[src/rtl/mem_bus_arbiter.sv]
// Round-robin owner arbitration for the shared main-memory port, with a one-cycle
// turnaround between owners and optional hold-time preemption.
module mem_bus_arbiter #(
    parameter int N_REQ    = 4,
    parameter int MAX_HOLD = 64,
    parameter int IDX_W    = (N_REQ > 1) ? $clog2(N_REQ) : 1
) (
    input  logic             i_Clock,
    input  logic             i_Reset,
    input  logic [N_REQ-1:0] i_Request,
    output logic [N_REQ-1:0] o_Grant,
    output logic [IDX_W-1:0] o_Grant_Index,
    output logic             o_Bus_Busy,
    output logic             o_Preempt
);

    localparam int               CNT_W    = (MAX_HOLD > 0) ? $clog2(MAX_HOLD + 1) : 1;
    localparam logic [CNT_W-1:0] CNT_SAT  = CNT_W'(MAX_HOLD);
    localparam logic [CNT_W-1:0] CNT_LAST = CNT_W'((MAX_HOLD > 0) ? MAX_HOLD - 1 : 0);
    localparam logic [IDX_W:0]   N_WIDE   = (IDX_W + 1)'(N_REQ);
    localparam bit               HOLD_EN  = (MAX_HOLD != 0);

    typedef enum logic [1:0] {
        S_IDLE,
        S_GRANT,
        S_TURN
    } state_t;

    typedef struct packed {
        logic             found;
        logic [IDX_W-1:0] idx;
    } pick_t;

    // (base + offs) mod N_REQ; both operands are below N_REQ, so one subtraction suffices.
    function automatic logic [IDX_W-1:0] wrap_add(input logic [IDX_W-1:0] base,
                                                  input int unsigned      offs);
        logic [IDX_W:0] sum;
        sum = {1'b0, base} + (IDX_W + 1)'(offs);
        if (sum >= N_WIDE) sum = sum - N_WIDE;
        return sum[IDX_W-1:0];
    endfunction

    // Rotate so the pointer position sits at bit 0; scanning downwards lets the
    // lowest rotated position (highest priority) overwrite any later match.
    function automatic pick_t arbitrate(input logic [N_REQ-1:0] req,
                                        input logic [IDX_W-1:0] ptr);
        logic [2*N_REQ-1:0] rot;
        pick_t              pick;
        rot  = {req, req} >> ptr;
        pick = '0;
        for (int i = N_REQ - 1; i >= 0; i--) begin
            if (rot[i]) begin
                pick.found = 1'b1;
                pick.idx   = wrap_add(ptr, unsigned'(i));
            end
        end
        return pick;
    endfunction

    function automatic logic [N_REQ-1:0] decode(input logic [IDX_W-1:0] idx);
        logic [N_REQ-1:0] dec;
        for (int i = 0; i < N_REQ; i++) dec[i] = (idx == IDX_W'(i));
        return dec;
    endfunction

    state_t           state_q, state_d;
    logic [N_REQ-1:0] grant_q, grant_d;
    logic [IDX_W-1:0] owner_q, owner_d;
    logic [IDX_W-1:0] ptr_q, ptr_d;
    logic [CNT_W-1:0] cnt_q, cnt_d;
    logic             preempt_q, preempt_d;

    pick_t pick;
    logic  owner_req;
    logic  others_req;

    assign pick       = arbitrate(i_Request, ptr_q);
    assign owner_req  = |(i_Request & grant_q);
    assign others_req = |(i_Request & ~grant_q);

    // NOTE: every signal gets a default before the case so no path leaves one
    // unassigned, which would otherwise infer a latch.
    always_comb begin
        state_d   = state_q;
        grant_d   = grant_q;
        owner_d   = owner_q;
        ptr_d     = ptr_q;
        cnt_d     = cnt_q;
        preempt_d = 1'b0;

        case (state_q)
            S_GRANT: begin
                if (!owner_req || (HOLD_EN && (cnt_q == CNT_LAST) && others_req)) begin
                    state_d   = S_TURN;
                    grant_d   = '0;
                    ptr_d     = wrap_add(owner_q, 1);
                    preempt_d = owner_req;
                end else if (cnt_q != CNT_SAT) begin
                    cnt_d = cnt_q + CNT_W'(1);
                end
            end
            default: begin
                // IDLE and TURNAROUND arbitrate identically; only the entry path differs.
                state_d = S_IDLE;
                grant_d = '0;
                if (pick.found) begin
                    state_d = S_GRANT;
                    owner_d = pick.idx;
                    grant_d = decode(pick.idx);
                    cnt_d   = '0;
                end
            end
        endcase
    end

    // NOTE: state registers use non-blocking assignments so every flop samples
    // the pre-edge values regardless of statement order.
    always_ff @(posedge i_Clock) begin
        if (i_Reset) begin
            state_q   <= S_IDLE;
            grant_q   <= '0;
            owner_q   <= '0;
            ptr_q     <= '0;
            cnt_q     <= '0;
            preempt_q <= 1'b0;
        end else begin
            state_q   <= state_d;
            grant_q   <= grant_d;
            owner_q   <= owner_d;
            ptr_q     <= ptr_d;
            cnt_q     <= cnt_d;
            preempt_q <= preempt_d;
        end
    end

    assign o_Grant       = grant_q;
    assign o_Grant_Index = owner_q;
    assign o_Bus_Busy    = (state_q == S_GRANT);
    assign o_Preempt     = preempt_q;

endmodule

[config.mk]
export PLATFORM = sky130hd
export DESIGN_NAME = mem_bus_arbiter
export DESIGN_NICKNAME = d
export VERILOG_FILES = /design/src/rtl/mem_bus_arbiter.sv
export SDC_FILE = /design/constraint.sdc
export NUM_CORES = 1
export LEC_CHECK = 0
export CAP_MARGIN = 20
export CORE_MARGIN = 2
export CORE_UTILIZATION = 50
export CTS_BUF_LIST = sky130_fd_sc_hd__clkbuf_4
export DETAILED_ROUTE_END_ITERATION = 16
export PLACE_DENSITY = 0.85
export SYNTH_ARGS = -nofsm -noshare
export SYNTH_HDL_FRONTEND = slang
export SYNTH_SLANG_ARGS = --single-unit
[constraint.sdc]
create_clock -name i_Clock -period 2.04 [get_ports i_Clock]
set_clock_uncertainty 0.15 [all_clocks]
set_input_delay 0.204 -clock i_Clock [delete_from_list [all_inputs] [get_ports i_Clock]]
set_output_delay 0.204 -clock i_Clock [all_outputs]
set_load 0.02 [all_outputs]
After elaboration in Yosys (flattened, before gate mapping). Index checks and enable logic that the tools add are counted.

Output and inout port bits: 8. Bits in registers: 18. Word-level logic and storage cells: 66.

Reduce and logical (&&, ||, !) cells: 11. Shifts and indexed selects: 1. Bitwise logic cells: 5. Muxes and demuxes: 19. Magnitude comparators: 5. Add/sub/neg operators: 10. Eq/ne operators: 9.

Operators by type and width (number): $mux 7 (4); $mux 2 (7); $ge 3x3->1 const B (4); $mux 3 (4); $mux 4 (3); $sub 2x1->2 const B (5); $and 4x4->4 (2); $reduce_or 4->1 (2); $shr 8x2->4 (1); $add 7x1->7 const B (1); $eq 7x6->1 const B (1); $ne 7x7->1 const B (1); $add 2x1->3 const B (2); $add 2x2->3 const B (2); $eq 2x1->1 const B (2); $eq 2x2->1 const B (2); $ne 2x1->1 const B (2); $not 4->4 (1); $reduce_and 2->1 (2); $ge 2x3->1 const B (1); $reduce_and 3->1 (1); $reduce_or 3->1 (1); $logic_not 2->1 (1); $ne 2x2->1 const B (1); 6 further kinds (7).

Depth between registers and ports, before layout. Gate-level depths: netlist (run 1).

Word-level depth: 10. Gate-level depth with buffers: 7. Mapped depth without buffers: 6.

Least setup slack after synthesis (run 1). Ideal clock, no wire load.

Kind: reg2reg. Start: register grant_q[1], in the netlist o_Grant[1]. End: register cnt_q[5]. Cell stages (with the launch flop): 6. Path slack: 128 ps. Data arrival time: 1692 ps. Buffers on the path: 0. Cell sequence: dfxtp_1 nor2b_1 a2111oi_4 nor4_4 or4_1 a21oi_1.

Cells in the longest elaborated chain, start to end: 7. Elaborated cells on any way between the ends: 10. Classes of those cells: eq/ne: 1; bitwise: 3; reduce/logical: 6.

Ends and longest elaborated chain: start: declaration (line 67) `logic [N_REQ-1:0] grant_q, grant_d;`; start signal: assignment (line 128) `grant_q <= grant_d;`; $not 4->4 (line 79) `assign others_req = |(i_Request & ~grant_q);`; $and 4x4->4 (line 79); $reduce_or 4->1 (line 79); $logic_and 1x1->1 (line 93) `if (!owner_req || (HOLD_EN && (cnt_q == CNT_LAST) && others_req)) begin`; $logic_or 1x1->1 (*) (line 93); $ne 2x2->1 (no line) (*); $reduce_and 3->1 (no line) (*); end signal: assignment (line 131) `cnt_q <= cnt_d;`; end: declaration (line 70) `logic [CNT_W-1:0] cnt_q, cnt_d;`.

Mark *: on every way between the ends. The rest lies on a longest branch, timed or not. A chain may end at the register's enable or synchronous reset.

Final worst setup path (run 1).
Start: register cnt_q[0]. End: register cnt_q[3].

Cells in the longest elaborated chain, start to end: 5. Elaborated cells on any way between the ends: 11. Classes of those cells: add/sub: 1; eq/ne: 4; mux: 3; reduce/logical: 3.

Ends and longest elaborated chain: branches (longest 5 deep; another with $add 7x1->7).

Several ways; the timed one is not identified. The select of a mux whose other input is x is not followed.

==> results of run 1 <==
-- cell families after synthesis --
logic type,after synthesis
compound gates,34
xor+xnor,1
fa+ha+maj,2
buf+inv,12
flops,18
mux,2
simple gates,47
-- per-stage QoR --
stage	utilization, %	cell area, sq um	power (mW)	setup TNS (ns)	setup slack [ns]
after floorplan	-	1010	0.527	0	0.128
after global placement	66.3	1270	0.611	-1.43	-0.169
after detailed placement	66.3	1270	0.618	-2.48	-0.230
after CTS	67.8	1300	0.801	0	0.0438
after global routing	72.5	1390	0.852	-0.107	-0.0526
final	72.5	1390	0.811	0	0.0325
-- placed cells by master (no fill, tap or decap), types with 3 or more instances in the layout --
master / instances
sky130_fd_sc_hd__clkdlybuf4s50_1: 13
sky130_fd_sc_hd__buf_4: 20
sky130_fd_sc_hd__a21oi_2: 4
sky130_fd_sc_hd__nor2_1: 7
sky130_fd_sc_hd__nand2_1: 11
sky130_fd_sc_hd__clkbuf_4: 3
sky130_fd_sc_hd__dfxtp_1: 16
sky130_fd_sc_hd__nand3_1: 3
sky130_fd_sc_hd__inv_1: 7
sky130_fd_sc_hd__a21oi_1: 7
sky130_fd_sc_hd__o2bb2ai_1: 4
-- Yosys cell counts (all sizes together) (2+ instances only) --
| cell type | count |
|---|---|
| nand2 | 11 |
| nor4 | 2 |
| a22oi | 2 |
| or2 | 4 |
| o21ai | 2 |
| clkbuf | 2 |
| a21oi | 11 |
| nor2b | 3 |
| inv | 8 |
| o21a | 2 |
| nand3 | 3 |
| o31ai | 3 |
| nor3 | 3 |
| or3 | 3 |
| nor2 | 7 |
| ha | 2 |
| o22ai | 2 |
| buf | 2 |
| o2bb2ai | 4 |
| nor3b | 2 |
| or4 | 3 |
| dfxtp | 18 |
| o32ai | 2 |
-- where the power goes --
part / leakage [nW] / internal, mW / total (mW) / switching [mW]
registers: 0.148 / 0.370 / 0.388 / 0.0179
logic: 0.322 / 0.113 / 0.240 / 0.127
clock network: 0.0154 / 0.0712 / 0.183 / 0.112
total: 0.485 / 0.554 / 0.811 / 0.257
-- area by class of cell --
cell class | instances | area [sq um] | area share, %
clock buffers | 3 | 22.5 | 1.62
clock inverters | 1 | 3.75 | 0.270
inverters | 8 | 30.0 | 2.16
multi-input cells | 86 | 657 | 47.2
flip-flops and latches | 18 | 365 | 26.2
well taps | 27 | 33.8 | 2.43
repair buffers | 33 | 280 | 20.1
-- worst max-delay path, stage by stage, from the launching register on --
cell	delay [ns]
sky130_fd_sc_hd__dfxtp_4	0.39
sky130_fd_sc_hd__inv_1	0.06
sky130_fd_sc_hd__ha_1	0.21
sky130_fd_sc_hd__a32o_2	0.27
sky130_fd_sc_hd__o21a_4	0.23
sky130_fd_sc_hd__or4_1	0.52
sky130_fd_sc_hd__a21oi_2	0.13
-- repair_timing --
item / CTS / global route
gates resized for setup: 1 / 17
buffers inserted: 0 / 4
pin swaps: 0 / 6
setup endpoints to repair: 1 / 13
-- metal layers --
layer  GRT usage, %  part of all wire (%)  routed length (um)
met5              0                     0                   0
met1           23.5                    41                1060
met4           10.0                   1.9                  49
met2           40.0                    54                1400
met3           5.83                   3.5                  91
-- worst max-delay path by stage --
stage / start / endpoint / slack (ns) / cells after the start
final: cnt_q[0] / cnt_q[3] / 0.03 / 6
after global routing: cnt_q[1] / ptr_q[1] / -0.05 / 7
after CTS: cnt_q[1] / o_Grant[2] / 0.04 / 7
after detailed placement: i_Request[1] / o_Grant[2] / -0.23 / 7
after global placement: i_Request[0] / cnt_q[3] / -0.17 / 6
after floorplan: o_Grant[1] / cnt_q[5] / 0.13 / 5
-- flip-flops by register name, summed over array words and instances (netlist names) --
signal         flops
cnt_q              7
o_Grant            4
o_Grant_Index      2
o_Preempt          1
ptr_q              2
state_q            2
==> run_results.csv, run 1 <==
group,metric,value,unit
cells_and_area,layout-drive-gt1-share,30.2,%
cts,clkSlewWorstSetupHoldPaths,0.10,ns
outcome,run_status,"completed",
cts,worstSkewPairLatency,0.29,ns
setup_path,crit-reg2reg-launch,"cnt_q[0]",
sta,grt_setup_unrepaired,"true",
logic_synthesis,number_of_flops_mapped_to_enable_cells_by_yosys,0,
setup_path,reg2reg_to,"cnt_q[3]",
setup_path,critPathRequiredTime,2.13,ns
logic_synthesis,post_synth_mux_area_share,2.11,%
logic_synthesis,postSynth.asyncResetShare,0,%
logic_synthesis,synth-simple-area-share,26.6,%
placed_design,placed_cells,169,
floorplan,floorplan.die.height,48.9,um
setup_path,r2r_slack,0.03,ns
worst_hold_path,holdCritPathClass,"flip-flop to flip-flop",
cts,cts_hold_buf,0,
logic_synthesis,ys_ff_latch,18,
cts,cts_tree,"done",
worst_hold_path,worst_hold_startpoint,"o_Grant[1]",
worst_hold_path,hold_depth,1,
floorplan,io_pins,14,
cts,cts_buffer_depth,2,
placed_design,place.detailed.hpwl,1.92,mm
cells_and_area,fin_cells,176,
setup_path,worstSetupStartpointType,"flip-flop",
logic_synthesis,post_synth_instance_area,0.00101,sq mm
cells_and_area,fin_nets,158,
sta,remaining_max_slew_budget_at_the_tightest_pin,70.8,%
floorplan,initial_utilization,52.4,%
setup_path,timing.critical_path.fanout_max,7,
routing,first_pass_iters,4,
sta,hold_ws,0.360,ns
routing,via_count,1005,
setup_path,critical_path.endpoint_type,"flip-flop",
routing,wl_per_cell,14.8,um
cells_and_area,layout_stage_area_growth_over_the_synthesis_result,38.3,%
routing,initialDrtViolationCount,11,
global_routing,grt_pass1_vias,1002,
pwr,total_leakage_power,0.485,nW
cells_and_area,fillers,145,
logic_synthesis,compound_cell_area_share_of_the_yosys_netlist,26.8,%
global_routing,global_route.usage.total,21.9,%
routing,remaining_drc_errors,0,
sta,period_minus_slack,2.01,ns
placed_design,place.gp.congestion,0.827,
global_routing,antenna_found_initial,0,
setup_path,setup.worst_path.class,"flip-flop to flip-flop",
routing,ant_nets,0,
cts,cts_buffers,3,
logic_synthesis,synthDominantCellAreaShare,35.8,%
cts,cts-htree-levels,1,
setup_path,worstRegToRegCells,6,
cells_and_area,diodes,0,
pwr,max-vdd-ir-drop,0.365,mV
logic_synthesis,synth-warning-count,0,
global_routing,grt.overflow.total,0,
floorplan,floorplan.rows,16,
logic_synthesis,syn-mean-instance-area,8.68,sq um
cts,clk_root_buffer_cell,"sky130_fd_sc_hd__clkbuf_4",
floorplan,die_area,0.00239,sq mm
sta,worst_pin_slew,0.435,ns
logic_synthesis,synth_top_family_by_area,"compound AO/OA/AOI/OAI gates",
logic_synthesis,ys_seq_area_share,35.8,%
sta,finalHoldViolCount,0,
cts,clock_sinks,18,
pwr,power.density_cell_area,583,mW/mm^2
worst_hold_path,hold_path_end,"o_Grant[1]",
logic_synthesis,synth-adder-area-share,2.48,%
routing,via_per_inst,5.71,
setup_path,cp.arrival,2.10,ns
logic_synthesis,synth_cell_types,44,
global_routing,maximum_number_of_pins_on_one_net_before_global_route_repair,11,
routing,routed_wl,2.61,mm
placed_design,io_buffers,13,
sta,setup-violations-final,0,
run,max-cap-violations,0,
logic_synthesis,postSynthNetCount,124,
floorplan,floorplan.die.width,48.9,um
logic_synthesis,synth_xor_area_share,0.870,%
logic_synthesis,post-synth-top-area-cell,"sky130_fd_sc_hd__dfxtp_1",
logic_synthesis,synth.top_cells.by_area,"sky130_fd_sc_hd__dfxtp_1 36%, sky130_fd_sc_hd__a21oi_1 5.5%, sky130_fd_sc_hd__nand2_1 4.1%",
sta,finalCritPeriodShare,98.4,%
sta,timing.fmax,498,MHz
floorplan,core-area,0.00192,sq mm
logic_synthesis,synth_cells,116,
sta,final_max_tran_viols,0,
logic_synthesis,postSynth.topFlopCell,"sky130_fd_sc_hd__dfxtp_1",
global_routing,grt_pass1_wl,4.14,mm
Power figures use the tool's default switching activity.
==> run 2, diff against run 1 <==
--- a/config.mk
+++ b/config.mk
@@ -7,10 +7,12 @@
 export LEC_CHECK = 0
 export CAP_MARGIN = 20
 export CORE_MARGIN = 2
-export CORE_UTILIZATION = 50
+export CORE_UTILIZATION = 58
 export CTS_BUF_LIST = sky130_fd_sc_hd__clkbuf_4
 export DETAILED_ROUTE_END_ITERATION = 16
-export PLACE_DENSITY = 0.85
+export DONT_BUFFER_PORTS = 1
+export PLACE_DENSITY = 0.84
+export RECOVER_POWER = 100
 export SYNTH_ARGS = -nofsm -noshare
 export SYNTH_HDL_FRONTEND = slang
 export SYNTH_SLANG_ARGS = --single-unit
==> run 2 against run 1 <==
Sequential share of layout area up 6.4 points; first-iteration DRC count rose to 2.6 times the previous value; sequential cell count stayed put; power decreased by 8.8%; sequential power grew 1%; design area shrank 20%; maximum frequency is 1.7% higher; hold slack got worse by 0.33 ns; setup slack improved by 0.034 ns.
==> run_results.csv, run 2 (synthesis results as in run 1) <==
group,metric,value,unit
placed_design,place.gp.congestion,0.910,
sta,remaining_max_slew_budget_at_the_tightest_pin,68.1,%
pwr,netSwitchingPower,0.232,mW
routing,first_pass_iters,4,
sta,finalCritPeriodShare,96.8,%
pwr,swShare,31.4,%
sta,finalHoldViolCount,0,
cells_and_area,diodes,0,
sta,timing.fmax,507,MHz
placed_design,io_buffers,0,
outcome,run_status,"completed",
setup_path,slowest_stage,"sky130_fd_sc_hd__a2111o_1",
cts,cts_tree,"done",
global_routing,antenna_found_initial,0,
pwr,power.share.clock,24.3,%
cells_and_area,layout-drive-gt1-share,16.5,%
pwr,max-vdd-ir-drop,0.367,mV
sta,hold_ws,0.0313,ns
setup_path,critPathRequiredTime,2.12,ns
sta,worst_pin_slew,0.474,ns
cts,clkSlewWorstSetupHoldPaths,0.10,ns
sta,period_minus_slack,1.97,ns
setup_path,worstSetupStartpointType,"flip-flop",
routing,remaining_drc_errors,0,
setup_path,critical_path.cell_chain,"inv_1, ha_1, a32o_2, or2_2, a2111o_1, a21oi_1",
global_routing,grt_pass1_wl,3.53,mm
routing,wl_per_cell,15.6,um
floorplan,io_pins,14,
pwr,power.share.sequential,52.9,%
pwr,power.density_cell_area,665,mW/mm^2
floorplan,floorplan.die.width,45.7,um
sta,setup-violations-final,0,
cts,clock_sinks,18,
global_routing,global_route.usage.total,23.5,%
global_routing,grt.overflow.total,0,
routing,routed_wl,2.25,mm
pwr,power.internal,0.508,mW
routing,ant_nets,0,
sta,grt_setup_unrepaired,"true",
setup_path,timing.critical_path.fanout_max,3,
run,max-cap-violations,0,
routing,via_count,924,
cells_and_area,layout_stage_area_growth_over_the_synthesis_result,10.4,%
setup_path,setup.worst_path.class,"flip-flop to flip-flop",
cells_and_area,mostFrequentLayoutCell,"sky130_fd_sc_hd__dfxtp_1",
floorplan,floorplan.die.height,45.7,um
cts,cts-htree-levels,1,
floorplan,initial_utilization,60.3,%
setup_path,critical_path.endpoint_type,"flip-flop",
routing,via_per_inst,6.42,
setup_path,cp.arrival,2.05,ns
cells_and_area,finalCoreUtilization,66.6,%
setup_path,critPathMaxStageDelay,0.39,ns
routing,initialDrtViolationCount,29,
pwr,pwr-share-comb,22.7,%
worst_hold_path,holdCritPathClass,"input pin to flip-flop",
floorplan,core-area,0.00167,sq mm
floorplan,die_area,0.00209,sq mm
pwr,total_leakage_power,0.366,nW
cts,cts_buffer_depth,2,
cells_and_area,layout.cells.most_common_list,"16 x sky130_fd_sc_hd__dfxtp_1, 11 x sky130_fd_sc_hd__nand2_1, 11 x sky130_fd_sc_hd__a21oi_1, 7 x sky130_fd_sc_hd__inv_1, 7 x sky130_fd_sc_hd__nor2_1",
cells_and_area,fin_nets,136,
placed_design,place.detailed.hpwl,1.66,mm
sta,final_max_tran_viols,0,
cts,cts_buffers,3,
setup_path,critPathTopFamily,"compound AO/OA/AOI/OAI gates",
cells_and_area,largest_register_ffs,7,
placed_design,post-place-ws,0.0464,ns
cts,worstSkewPairLatency,0.30,ns
sta,finalSetupTns,0,ns
cts,clk_root_buffer_cell,"sky130_fd_sc_hd__clkbuf_4",
sta,setup_slack,0.0662,ns
floorplan,floorplan.rows,15,
global_routing,grt_pass1_vias,812,
setup_path,crit_buf_inv,1,
global_routing,maximum_number_of_pins_on_one_net_before_global_route_repair,11,
cells_and_area,registers.top_by_ff_count,"cnt_q",
-- run 2: cell count changes in the layout (fill, tap and decap cells not counted), moves of 2 or more --
cell,before,now
sky130_fd_sc_hd__nor2b_1,1,3
sky130_fd_sc_hd__clkdlybuf4s50_1,13,0
sky130_fd_sc_hd__buf_4,20,6
sky130_fd_sc_hd__a21oi_2,4,0
sky130_fd_sc_hd__a21oi_1,7,11
sky130_fd_sc_hd__or2_0,0,2
sky130_fd_sc_hd__clkbuf_1,0,4
sky130_fd_sc_hd__nor2b_2,2,0
-- run 2: power groups by stage --
stage                     clock [mW]  sequential, mW  combinational [mW]
after floorplan                    0           0.402               0.125
after global placement             0           0.399               0.161
after detailed placement           0           0.400               0.166
after CTS                      0.185           0.392               0.171
after global routing           0.202           0.394               0.186
final                          0.180           0.392               0.168
-- run 2: repair_timing --
action                     CTS  global route
setup endpoints to repair    0            11
resized for setup            0             5
hold buffers                 1             0
setup buffers                0             1
hold endpoints to repair    10             0
-- run 2: worst register-to-register path, stage by stage, from the launching register on --
cell and delay [ns]:
sky130_fd_sc_hd__dfxtp_2 0.36, sky130_fd_sc_hd__inv_1 0.07, sky130_fd_sc_hd__ha_1 0.20, sky130_fd_sc_hd__a32o_2 0.29, sky130_fd_sc_hd__or2_2 0.31, sky130_fd_sc_hd__a2111o_1 0.39, sky130_fd_sc_hd__a21oi_1 0.15
-- run 2: worst paths after layout --
| kind | start | endpoint | cells past startpoint | slack (ns) |
|---|---|---|---|---|
| min | i_Request[3] | o_Grant[3] | 2 | 0.03 |
| min reg2reg | cnt_q[5] | cnt_q[5] | 2 | 0.37 |
| max | cnt_q[0] | cnt_q[4] | 6 | 0.07 |
| max reg2reg | cnt_q[0] | cnt_q[4] | 6 | 0.07 |
-- run 2: area by class of cell --
type / count / area [sq um]
tap: 17 / 21.3
clock buffer: 3 / 22.5
clock inverter: 1 / 3.75
multi-input combinational: 86 / 602
sequential: 18 / 363
timing repair buffer: 11 / 70.1
inverter: 8 / 30.0
fill: 134 / 558
-- run 2: routing by layer --
layer  wire, um  share of wire (%)  GRT usage [%]  up-vias
met5          0                  0              0        -
met4         36                1.6           7.06        0
met3         96                4.3           5.16        5
met2       1150                 51           39.4       20
met1        970                 43           29.7      446
li1           -                  -              -      453
-- run 2: stage by stage --
step / area (sq um) / power (mW) / cells
2_1_floorplan: 1010 / 0.527 / 116
6_report: 1110 / 0.740 / 144
3_5_place_dp: 1070 / 0.566 / 138
3_3_place_gp: 1070 / 0.560 / 138
4_1_cts: 1110 / 0.749 / 143
5_1_grt: 1110 / 0.781 / 144
==> run 3, diff against run 2 <==
==> constraint.sdc (replaced) <==
create_clock -name i_Clock -period 2.04 [get_ports i_Clock]
set_clock_uncertainty 0.15 [all_clocks]
set_input_delay 0.306 -clock i_Clock [delete_from_list [all_inputs] [get_ports i_Clock]]
set_output_delay 0.306 -clock i_Clock [all_outputs]
set_load 0.02 [all_outputs]
==> run 3 against run 2 <==
Non-clock buffer count unchanged; register-to-register slack about the same; count of clock-buffer cells in the layout unchanged; sequential cell count unchanged; wire length increased by 0.27%; first-iteration DRC count increased by 14%; critical path type unchanged; critical endpoint unchanged; setup slack about the same; combinational power about the same.
==> run_results.csv, run 3 (synthesis results as in run 1) <==
group,metric,value,unit
setup_path,critical_path.endpoint_type,"flip-flop",
sta,remaining_max_slew_budget_at_the_tightest_pin,68.1,%
sta,finalSetupTns,0,ns
global_routing,grt_pass1_wl,3.55,mm
cells_and_area,fin_nets,136,
cells_and_area,layout_stage_area_growth_over_the_synthesis_result,10.4,%
sta,period_minus_slack,1.97,ns
pwr,power.density_cell_area,665,mW/mm^2
pwr,total_leakage_power,0.366,nW
setup_path,setup.worst_path.class,"flip-flop to flip-flop",
setup_path,reg2reg_to,"cnt_q[4]",
floorplan,initial_utilization,60.3,%
setup_path,cp.arrival,2.05,ns
cts,cts_buffer_depth,2,
sta,timing.fmax,507,MHz
floorplan,floorplan.die.width,45.7,um
setup_path,critical_path.cell_chain,"inv_1, ha_1, a32o_2, or2_2, a2111o_1, a21oi_1",
floorplan,die_area,0.00209,sq mm
cts,clock_sinks,18,
cells_and_area,registers.top_by_ff_count,"cnt_q",
routing,first_pass_iters,4,
floorplan,floorplan.die.height,45.7,um
floorplan,floorplan.rows,15,
outcome,run_status,"completed",
setup_path,critPathRequiredTime,2.12,ns
cts,cts_tree,"done",
floorplan,core-area,0.00167,sq mm
setup_path,crit-reg2reg-launch,"cnt_q[0]",
setup_path,worstRegToRegCells,6,
cells_and_area,diodes,0,
setup_path,worstSetupStartpointType,"flip-flop",
cells_and_area,layout-drive-gt1-share,16.5,%
cells_and_area,fillers,134,
worst_hold_path,hold_depth,2,
run,max-cap-violations,0,
routing,wl_per_cell,15.7,um
routing,initialDrtViolationCount,33,
routing,routed_wl,2.26,mm
cts,worstSkewPairLatency,0.30,ns
global_routing,grt.overflow.total,0,
setup_path,timing.critical_path.fanout_max,3,
routing,via_count,928,
setup_path,slowest_stage,"sky130_fd_sc_hd__a2111o_1",
worst_hold_path,hold_path_end,"o_Grant[0]",
global_routing,global_route.usage.total,23.5,%
cts,cts-htree-levels,1,
placed_design,io_buffers,0,
sta,finalCritPeriodShare,96.8,%
cells_and_area,largest_register_ffs,7,
setup_path,r2r_slack,0.07,ns
routing,ant_nets,0,
worst_hold_path,holdCritPathClass,"input pin to flip-flop",
placed_design,place.gp.congestion,0.910,
cts,cts_buffers,3,
global_routing,antenna_found_initial,0,
placed_design,place.detailed.hpwl,1.66,mm
cts,clkSlewWorstSetupHoldPaths,0.10,ns
global_routing,maximum_number_of_pins_on_one_net_before_global_route_repair,11,
pwr,post-layout-total-power,0.740,mW
sta,setup-violations-final,0,
sta,finalHoldViolCount,0,
pwr,max-vdd-ir-drop,0.367,mV
routing,remaining_drc_errors,0,
cts,clk_root_buffer_cell,"sky130_fd_sc_hd__clkbuf_4",
sta,worst_pin_slew,0.474,ns
worst_hold_path,worst_hold_startpoint,"i_Reset",
sta,grt_setup_unrepaired,"true",
sta,final_max_tran_viols,0,
setup_path,critPathLaunch,"cnt_q[0]",
global_routing,grt_pass1_vias,815,
setup_path,critPathMaxStageDelay,0.39,ns
floorplan,io_pins,14,
cells_and_area,mostFrequentLayoutCell,"sky130_fd_sc_hd__dfxtp_1",
cells_and_area,layout.cells.most_common_list,"16 x sky130_fd_sc_hd__dfxtp_1, 11 x sky130_fd_sc_hd__nand2_1, 11 x sky130_fd_sc_hd__a21oi_1, 7 x sky130_fd_sc_hd__inv_1, 7 x sky130_fd_sc_hd__nor2_1",
routing,via_per_inst,6.44,
[run 3: cell counts in the layout (fill, tap and decap cells not counted)]
Identical to the previous run, type by type.
[run 3: per-stage QoR]
step	worst slack (ns)	utilization (%)	hold WS, ns	cells	instance area, sq um
global route	-0.0283	66.6	0.0921	144	1110
floorplan	0.128	-	0.317	116	1010
global placement	0.0856	64.2	0.226	138	1070
CTS	0.0183	66.4	0.0688	143	1110
detailed placement	0.0464	64.2	0.229	138	1070
finish	0.0663	66.6	0.0804	144	1110
[run 3: layer usage]
metal,global-route usage (%),share of wire [%],vias to the layer above
met5,0,0,-
met4,7.06,1.5,0
met3,5.16,6.2,5
met2,39.7,51,28
met1,29.4,42,442
li1,-,-,453
[run 3: power breakdown]
part / switching [mW] / leakage (nW) / total (mW) / internal, mW
clock network: 0.109 / 0.0154 / 0.180 / 0.0714
logic: 0.102 / 0.203 / 0.168 / 0.0656
registers: 0.0209 / 0.147 / 0.392 / 0.371
total: 0.232 / 0.366 / 0.740 / 0.508
[run 3: layout make-up]
type                       count  area, sq um  area share (%)
multi-input combinational     86          602            54.1
sequential                    18          363            32.6
timing repair buffer          11         70.1            6.30
inverter                       8         30.0            2.70
clock buffer                   3         22.5            2.02
tap                           17         21.3            1.91
clock inverter                 1         3.75           0.337
[run 3: what timing repair did]
item                                    in CTS  in global routing
resized for setup                            0                  5
endpoints found under the setup margin       0                 11
setup buffers                                0                  1
endpoints found under the hold margin        7                  0
hold buffers                                 1                  0
[run 3: worst max-delay path by stage]
stage,cells past startpoint,endpoint
2_1_floorplan,5,cnt_q[5]
3_3_place_gp,6,cnt_q[5]
3_5_place_dp,6,cnt_q[5]
4_1_cts,6,cnt_q[5]
5_1_grt,6,cnt_q[5]
6_report,6,cnt_q[4]
[run 3: worst max-delay path: cells and delay by family (launching register included)]
kind                     cells  cell delay [ns]
AO/OA/AOI/OAI                3             0.83
flip-flops                   1             0.36
AND/OR/NAND/NOR              1             0.31
adder cells (fa/ha/maj)      1             0.20
buffers and inverters        1             0.07
